## src/rtl/stream_io_intf.sv

```systemverilog
// stream_io_intf: host-side byte-lane command decoder and digest serialiser
// for the BLAKE2 core. CONF beats load kk/nn/ll. Message beats are forwarded
// with their block byte offset and first/last-block flags. The core's
// parallel digest is streamed out one byte at a time, under backpressure.
module stream_io_intf #(
  parameter int BPB      = 1,
  parameter int BB       = 64,
  parameter int LL_BYTES = 8,
  parameter int NN_MAX   = 64,
  parameter int KN_W     = 7
) (
  input  logic                    clk,
  input  logic                    reset,
  input  logic                    en_i,
  input  logic                    valid_i,
  input  logic [1:0]              cmd_i,
  input  logic [8*BPB-1:0]        data_i,
  output logic                    ready_o,
  input  logic                    core_busy_i,
  output logic [KN_W-1:0]         kk_o,
  output logic [KN_W-1:0]         nn_o,
  output logic [8*LL_BYTES-1:0]   ll_o,
  output logic                    cfg_err_o,
  output logic                    data_v_o,
  output logic [8*BPB-1:0]        data_o,
  output logic [$clog2(BB)-1:0]   data_idx_o,
  output logic                    block_first_o,
  output logic                    block_last_o,
  input  logic                    hash_v_i,
  input  logic [8*NN_MAX-1:0]     hash_i,
  output logic                    hash_v_o,
  output logic [7:0]              hash_o,
  output logic                    hash_last_o,
  input  logic                    hash_ready_i
);

  localparam int IDX_W = $clog2(BB);
  localparam int CFG_N = 2 + LL_BYTES;
  localparam int CC_W  = $clog2(CFG_N + 1);

  localparam logic [1:0] CMD_CONF  = 2'd0;
  localparam logic [1:0] CMD_START = 2'd1;
  localparam logic [1:0] CMD_LAST  = 2'd3;

  localparam logic [0:0] H_IDLE  = 1'b0;
  localparam logic [0:0] H_SHIFT = 1'b1;

  logic                  en_q;
  logic [0:0]            hstate_q, hstate_d;
  logic [CC_W-1:0]       cfg_cnt_q, cfg_cnt_d;
  logic                  ovf_q, ovf_d;
  logic                  in_msg_q, in_msg_d;
  logic [KN_W-1:0]       kk_q, kk_d, nn_q, nn_d;
  logic [8*LL_BYTES-1:0] ll_q, ll_d;
  logic                  cfg_err_q, cfg_err_d;
  logic                  data_v_q, data_v_d;
  logic [8*BPB-1:0]      data_q, data_d;
  logic [IDX_W-1:0]      idx_q, idx_d, cnt_q, cnt_d;
  logic                  first_q, first_d, last_q, last_d;
  logic [8*NN_MAX-1:0]   sh_q, sh_d;
  logic [KN_W-1:0]       rem_q, rem_d;

  logic       acc;
  logic [7:0] lane0;

  assign ready_o = en_q & ~core_busy_i & (hstate_q == H_IDLE);
  assign acc     = valid_i & ready_o;
  assign lane0   = data_i[7:0];

  // Command decode: config field loading and message beat bookkeeping
  always_comb begin
    cfg_cnt_d = cfg_cnt_q;
    ovf_d     = ovf_q;
    in_msg_d  = in_msg_q;
    kk_d      = kk_q;
    nn_d      = nn_q;
    ll_d      = ll_q;
    cfg_err_d = cfg_err_q;
    data_v_d  = 1'b0;
    data_d    = data_q;
    idx_d     = idx_q;
    cnt_d     = cnt_q;
    first_d   = first_q;
    last_d    = last_q;
    if (acc) begin
      if (cmd_i == CMD_CONF) begin
        cnt_d     = '0;
        cfg_err_d = 1'b0;
        in_msg_d  = 1'b0;
        if (cfg_cnt_q < CC_W'(CFG_N)) begin
          cfg_cnt_d = cfg_cnt_q + CC_W'(1);
          if (cfg_cnt_q == '0)
            kk_d = lane0[KN_W-1:0];
          else if (cfg_cnt_q == CC_W'(1))
            nn_d = lane0[KN_W-1:0];
          else
            ll_d = {lane0, ll_q[8*LL_BYTES-1:8]};
        end else begin
          ovf_d = 1'b1;
        end
      end else begin
        if (!in_msg_q) begin
          // Validate the configuration once, on the first message beat
          in_msg_d  = 1'b1;
          cfg_cnt_d = '0;
          ovf_d     = 1'b0;
          cfg_err_d = (cfg_cnt_q != CC_W'(CFG_N)) | ovf_q | (nn_q == '0) |
                      (nn_q > KN_W'(NN_MAX)) | (kk_q > KN_W'(NN_MAX));
        end
        data_v_d = 1'b1;
        data_d   = data_i;
        idx_d    = cnt_q;
        cnt_d    = cnt_q + IDX_W'(BPB);
        if (cnt_q == '0) begin
          first_d = (cmd_i == CMD_START);
          last_d  = (cmd_i == CMD_LAST);
        end
      end
    end
  end

  // Digest serialiser next state; runs regardless of en_q
  always_comb begin
    hstate_d = hstate_q;
    sh_d     = sh_q;
    rem_d    = rem_q;
    if (hstate_q == H_IDLE) begin
      if (hash_v_i && (nn_q != '0)) begin
        sh_d     = hash_i;
        rem_d    = (nn_q > KN_W'(NN_MAX)) ? KN_W'(NN_MAX) : nn_q;
        hstate_d = H_SHIFT;
      end
    end else if (hash_ready_i) begin
      sh_d  = {8'h00, sh_q[8*NN_MAX-1:8]};
      rem_d = rem_q - KN_W'(1);
      if (rem_q == KN_W'(1))
        hstate_d = H_IDLE;
    end
  end

  // State registers; reset clears every field, aborting partial work
  always_ff @(posedge clk or posedge reset) begin
    if (reset) begin
      en_q      <= 1'b0;
      hstate_q  <= H_IDLE;
      cfg_cnt_q <= '0;
      ovf_q     <= 1'b0;
      in_msg_q  <= 1'b0;
      kk_q      <= '0;
      nn_q      <= '0;
      ll_q      <= '0;
      cfg_err_q <= 1'b0;
      data_v_q  <= 1'b0;
      data_q    <= '0;
      idx_q     <= '0;
      cnt_q     <= '0;
      first_q   <= 1'b0;
      last_q    <= 1'b0;
      sh_q      <= '0;
      rem_q     <= '0;
    end else begin
      en_q      <= en_i;
      hstate_q  <= hstate_d;
      cfg_cnt_q <= cfg_cnt_d;
      ovf_q     <= ovf_d;
      in_msg_q  <= in_msg_d;
      kk_q      <= kk_d;
      nn_q      <= nn_d;
      ll_q      <= ll_d;
      cfg_err_q <= cfg_err_d;
      data_v_q  <= data_v_d;
      data_q    <= data_d;
      idx_q     <= idx_d;
      cnt_q     <= cnt_d;
      first_q   <= first_d;
      last_q    <= last_d;
      sh_q      <= sh_d;
      rem_q     <= rem_d;
    end
  end

  assign kk_o          = kk_q;
  assign nn_o          = nn_q;
  assign ll_o          = ll_q;
  assign cfg_err_o     = cfg_err_q;
  assign data_v_o      = data_v_q;
  assign data_o        = data_q;
  assign data_idx_o    = idx_q;
  assign block_first_o = first_q;
  assign block_last_o  = last_q;
  assign hash_v_o      = (hstate_q == H_SHIFT);
  assign hash_o        = sh_q[7:0];
  assign hash_last_o   = (hstate_q == H_SHIFT) && (rem_q == KN_W'(1));

endmodule

```

## config.mk

```make
export PLATFORM = sky130hd
export DESIGN_NAME = stream_io_intf
export DESIGN_NICKNAME = d
export VERILOG_FILES = /design/src/rtl/stream_io_intf.sv
export SDC_FILE = /design/constraint.sdc
export NUM_CORES = 2
export LEC_CHECK = 0
export CAP_MARGIN = 5
export CELL_PAD_IN_SITES_DETAIL_PLACEMENT = 0
export CELL_PAD_IN_SITES_GLOBAL_PLACEMENT = 1
export CORE_MARGIN = 2
export CORE_UTILIZATION = 41
export CTS_CLUSTER_DIAMETER = 30
export CTS_CLUSTER_SIZE = 25
export DETAILED_ROUTE_END_ITERATION = 10
export PLACE_DENSITY = 0.84
export SYNTH_ARGS = -nofsm -noshare
export SYNTH_HDL_FRONTEND = slang
export SYNTH_SLANG_ARGS = --single-unit
```

## constraint.sdc

```tcl
create_clock -name clk -period 58.3 [get_ports clk]
set_clock_uncertainty 0.2 [all_clocks]
set_input_delay 17.49 -clock clk [delete_from_list [all_inputs] [get_ports clk]]
set_output_delay 17.49 -clock clk [all_outputs]
set_load 0.01 [all_outputs]
```

# Yosys cells after proc, flatten, opt, wreduce, memory -nomap -nowiden
# Cells that the tools add are included.
# word_totals
in_bits	529
wordCells	83
register_bits	629
# op_classes
order_cmp	3
n_addsub	3
eq_ne	9
muxes	22
bitwise_logic	12
n_reduce_logical	17
# ops
cell	n
512-bit 2-to-1 mux	3
7-bit 2-to-1 mux	4
7-bit > comparator (second input constant)	2
4-bit 2-to-1 mux	3
1-bit 2-to-1 mux	11
5-bit AND reduction	2
3-bit AND reduction	3
7-bit by 1-bit equality test with 1-bit output (second input constant)	1
7-bit zero test	1
7-bit nonzero test	1
7-bit by 1-bit subtractor with 7-bit output (second input constant)	1
6-bit by 1-bit adder with 6-bit output (second input constant)	1
6-bit zero test	1
6-bit 2-to-1 mux	1
2-bit AND reduction	3
1-bit inverter	5
4-bit by 1-bit adder with 4-bit output (second input constant)	1
4-bit by 1-bit equality test with 1-bit output (second input constant)	1
4-bit zero test	1
4-bit less-than comparator (second input constant)	1
2-bit by 1-bit inequality test with 1-bit output (second input constant)	2
2-bit inequality test (second input constant)	2
4-bit inequality test (second input constant)	1
1-bit bitwise OR	4
7 further kinds	10

# Longest topological paths before layout
# depth
depth_word	7
depth_mapped	9
mapped_depth_nobuf	6

# Worst setup path after synthesis
# Ideal clock, no wire load.
# synth_path
path_kind	input-to-output
from	in core_busy_i
to	out ready_o
t_arrival_ns	17.799
stages	1
required_ns	40.610
setup_slack_ns	22.811
n_path_buf	0
cell_sequence	nor3b_1
# synth_between
elab_chain_cells	3
# synth_rtl
element	line_no	rtl
start, declared	19	input logic core_busy_i,
1-bit inverter	66	assign ready_o = en_q & ~core_busy_i & (hstate_q == H_IDLE);
1-bit AND (2 in series)	66	
end, declared	18	output logic ready_o,
# No other way between the ends.

# Worst setup path in the final report
# Same ends and word-level chain as after synthesis.

==> summary.md <==
| Metric | Value |
|---|---|
| Outcome | `finished clean` |
| RSZ-0062 raised after global routing | `false` |
| Clock sinks | `629` |
| Tot Pwr | `2.19 mW` |
| Element type at the critical path start | `input port` |
| Core ar. | `68500 um^2` |
| Min-delay src | `sh_q[185]$_DFFE_PP0P_` |
| Asr flop ratio synth | `1.00` |
| Total Routing Usage GR | `0.225` |
| Final-report setup violation count | `0` |
| Port bufs | `635` |
| Grt ovf | `0` |
| Area taken by multi-input logic gates | `11400 um^2` |
| Die Wd | `267 um` |
| DRT iter0 DRCs | `1584` |
| Crit. Startpoint | `core_busy_i` |
| Synth top area cells | `dfrtp_1 (56%), mux2i_1 (18%), nand2_1 (7.4%)` |
| Layout cells sized above 1 | `0.103` |
| Largest net degree at the start of global routing | `160` |
| CTS tree | `built` |
| Critical Path RT | `40610 ps` |
| Reg area | `15700 um^2` |
| Final nets | `3752` |
| Routability-driven placement congestion ratio | `0.871` |
| Reg clk slew, reported paths | `40 ps` |
| Mean area per synthesized cell | `10.9 um^2` |
| I/O pin count | `636` |
| Library cells used by synthesis | `53` |
| Share of the synthesized area in the top cell type | `0.556` |
| Antenna-violating nets left | `0` |
| Max FO, Critical Path | `3` |
| Post-CTS setup buffers | `0` |
| CTS Buf Count | `143` |
| Yosys warning count | `0` |
| CTS Buffer Depth | `3` |
| Post-synth net total | `3140` |
| Minimum clock period | `36430 ps` |
| Drt wl/cell | `19.1 um` |
| Fillers | `5653` |
| Worst Reg-to-Reg Cells | `7` |
| Max-cap violations | `0` |
| Ys flop type | `dfrtp_1` |
| Synth Register Bits | `629` |
| Max_slew headroom | `0.202` |
| Tcrit/Tclk final | `0.625` |
| Avg Vias per Cell | `5.02` |
| Die height | `267 um` |
| HPWL after DPL | `55900 um` |
| Final hold violations | `0` |
| Leak | `20.0 nW` |
| Row count | `96` |
| Via count | `21200` |
| First-pass GRT wire length | `125000 um` |
| Synth-to-Final Area Change | `40.9%` |
| Final WL | `80600 um` |
| Post-Syn Instances | `2603` |
| TritonRoute pass-1 iters | `5` |
| Die outline area | `71100 um^2` |
| Peak VDD IR | `41.4 uV` |
| DRC Markers | `0` |
| Seq/Total Area, Yosys | `0.556` |
| Yosys top cell by area | `dfrtp_1` |
| Number of global-route vias before repair | `22300` |
| Root Buffer | `clkbuf_16` |
| Netlist Area Pre-Place | `28300 um^2` |
| Pwr dens | `54.8 nW/um^2` |
| Hold path depth | `2` |
| Setup Total Neg Slack | `0 ps` |
| EDFF count, synth | `0` |
| Reg-to-Reg Start | `hash_v_o$_DFF_PP0_` |
| Post-cts resize count | `0` |
| Highest Clock Rate | `27.5 MHz` |
| Worst setup path class | `in -> out` |
| Clk_lat worst skew | `700 ps` |
| Worst Hold Class | `reg -> reg` |
| Crit path DAT | `18740 ps` |
| Initial antenna violation count | `32` |
| Crit end category | `output port` |
| Initial Util | `0.413` |
| Leading cell type in the layout, fill and taps excluded | `clkdlybuf4s50_1` |
| H-tree depth | `4` |
| Most frequent cells in the layout | `clkdlybuf4s50_1 (635), dfrtp_1 (628), nand2_1 (561), mux2i_1 (507), o21ai_0 (393)` |
| Worst slew pin tran | `1200 ps` |
| Final Max Tran Viols | `0` |
| Cts hold-fix bufs | `0` |
[state kept, by name, indices dropped and copies added (netlist names)]
register and cells:
block_first_o 1, block_last_o 1, cfg_cnt_q 4, cfg_err_o 1, cnt_q 6, data_idx_o 6
data_o 8, data_v_o 1, en_q 1, hash_v_o 1, in_msg_q 1, kk_o 7
ll_o 64, nn_o 7, ovf_q 1, rem_q 7, sh_q 512
[stage by stage]
step	setup slack (ps)	hold slack, ps	instance area (um^2)	utilization	instances
3_5_place_dp	21870	270	34900	0.510	3952
6_report	21870	272	39900	0.582	4233
4_1_cts	21850	276	39800	0.581	4208
5_1_grt	21830	300	39900	0.582	4229
3_3_place_gp	21820	260	34900	0.510	3952
2_1_floorplan	22810	248	28300	-	2603
[Yosys cell counts (2+ instances only)]
master    count
nor3_1        9
nor4b_1       2
mux2i_1     507
inv_1        12
and3_1        2
or4_1         2
o31ai_1       2
buf_1         7
clkbuf_1     97
nor3b_1       2
nand4_1       2
o21ai_0     393
nor2b_1       3
buf_2        19
a22o_1        9
nor2_1       14
nand3_1      11
nand4b_1      2
mux2_2       75
buf_6        19
nor4_4        2
nand2_1     561
nand2b_1      2
a21oi_1       4
dfrtp_1     629
ha_1          8
buf_4        49
mux2_1        4
o21ai_1     129
o211ai_1      3
[routing by layer]
metal | GRT usage | share of wire | vias up
met3 | 0.0759 | 0.066 | 175
met5 | 0 | 0.0014 | -
met1 | 0.261 | 0.40 | 10300
met4 | 0.107 | 0.035 | 20
li1 | - | - | 10300
met2 | 0.373 | 0.50 | 498
[power breakdown]
part,leakage [nW],internal (mW),total (mW),switching [mW]
clock network,2.39,0.544,0.802,0.257
logic,9.51,0.294,0.673,0.378
registers,8.13,0.610,0.712,0.103
[area by class of cell]
class / count / area share
clock buffers: 188 / 0.0993
clock inverters: 68 / 0.0236
diodes: 25 / 0.00157
multi-input cells: 1771 / 0.287
well taps: 882 / 0.0277
repair buffers: 658 / 0.164
inverters: 12 / 0.00132
flip-flops and latches: 629 / 0.395
[logic make-up after synthesis]
kind of cell | Yosys count | synth area share
mux | 586 | 0.211
fa+ha+maj | 8 | 0.00354
compound gates | 552 | 0.101
simple gates | 624 | 0.0887
xor+xnor | 1 | 0.000310
buf+inv | 203 | 0.0393
flops | 629 | 0.556
[critical path, cell delays in order]
cell             delay (ps)
clkdlybuf4s50_1         440
nor3b_1                 230
clkdlybuf4s50_1         580
[worst paths after layout]
kind / end / slack (ps)
hold / removal: sh_q[185]$_DFFE_PP0P_ / 270
max in group asynchronous: sh_q[318]$_DFFE_PP0P_ / 37750
setup / recovery: ready_o / 21870
hold reg to reg: sh_q[185]$_DFFE_PP0P_ / 270
setup reg to reg: sh_q[432]$_DFFE_PP0P_ / 52010
min in group asynchronous: sh_q[378]$_DFFE_PP0P_ / 17100
Note: power is estimated with default switching activity, not from simulation.
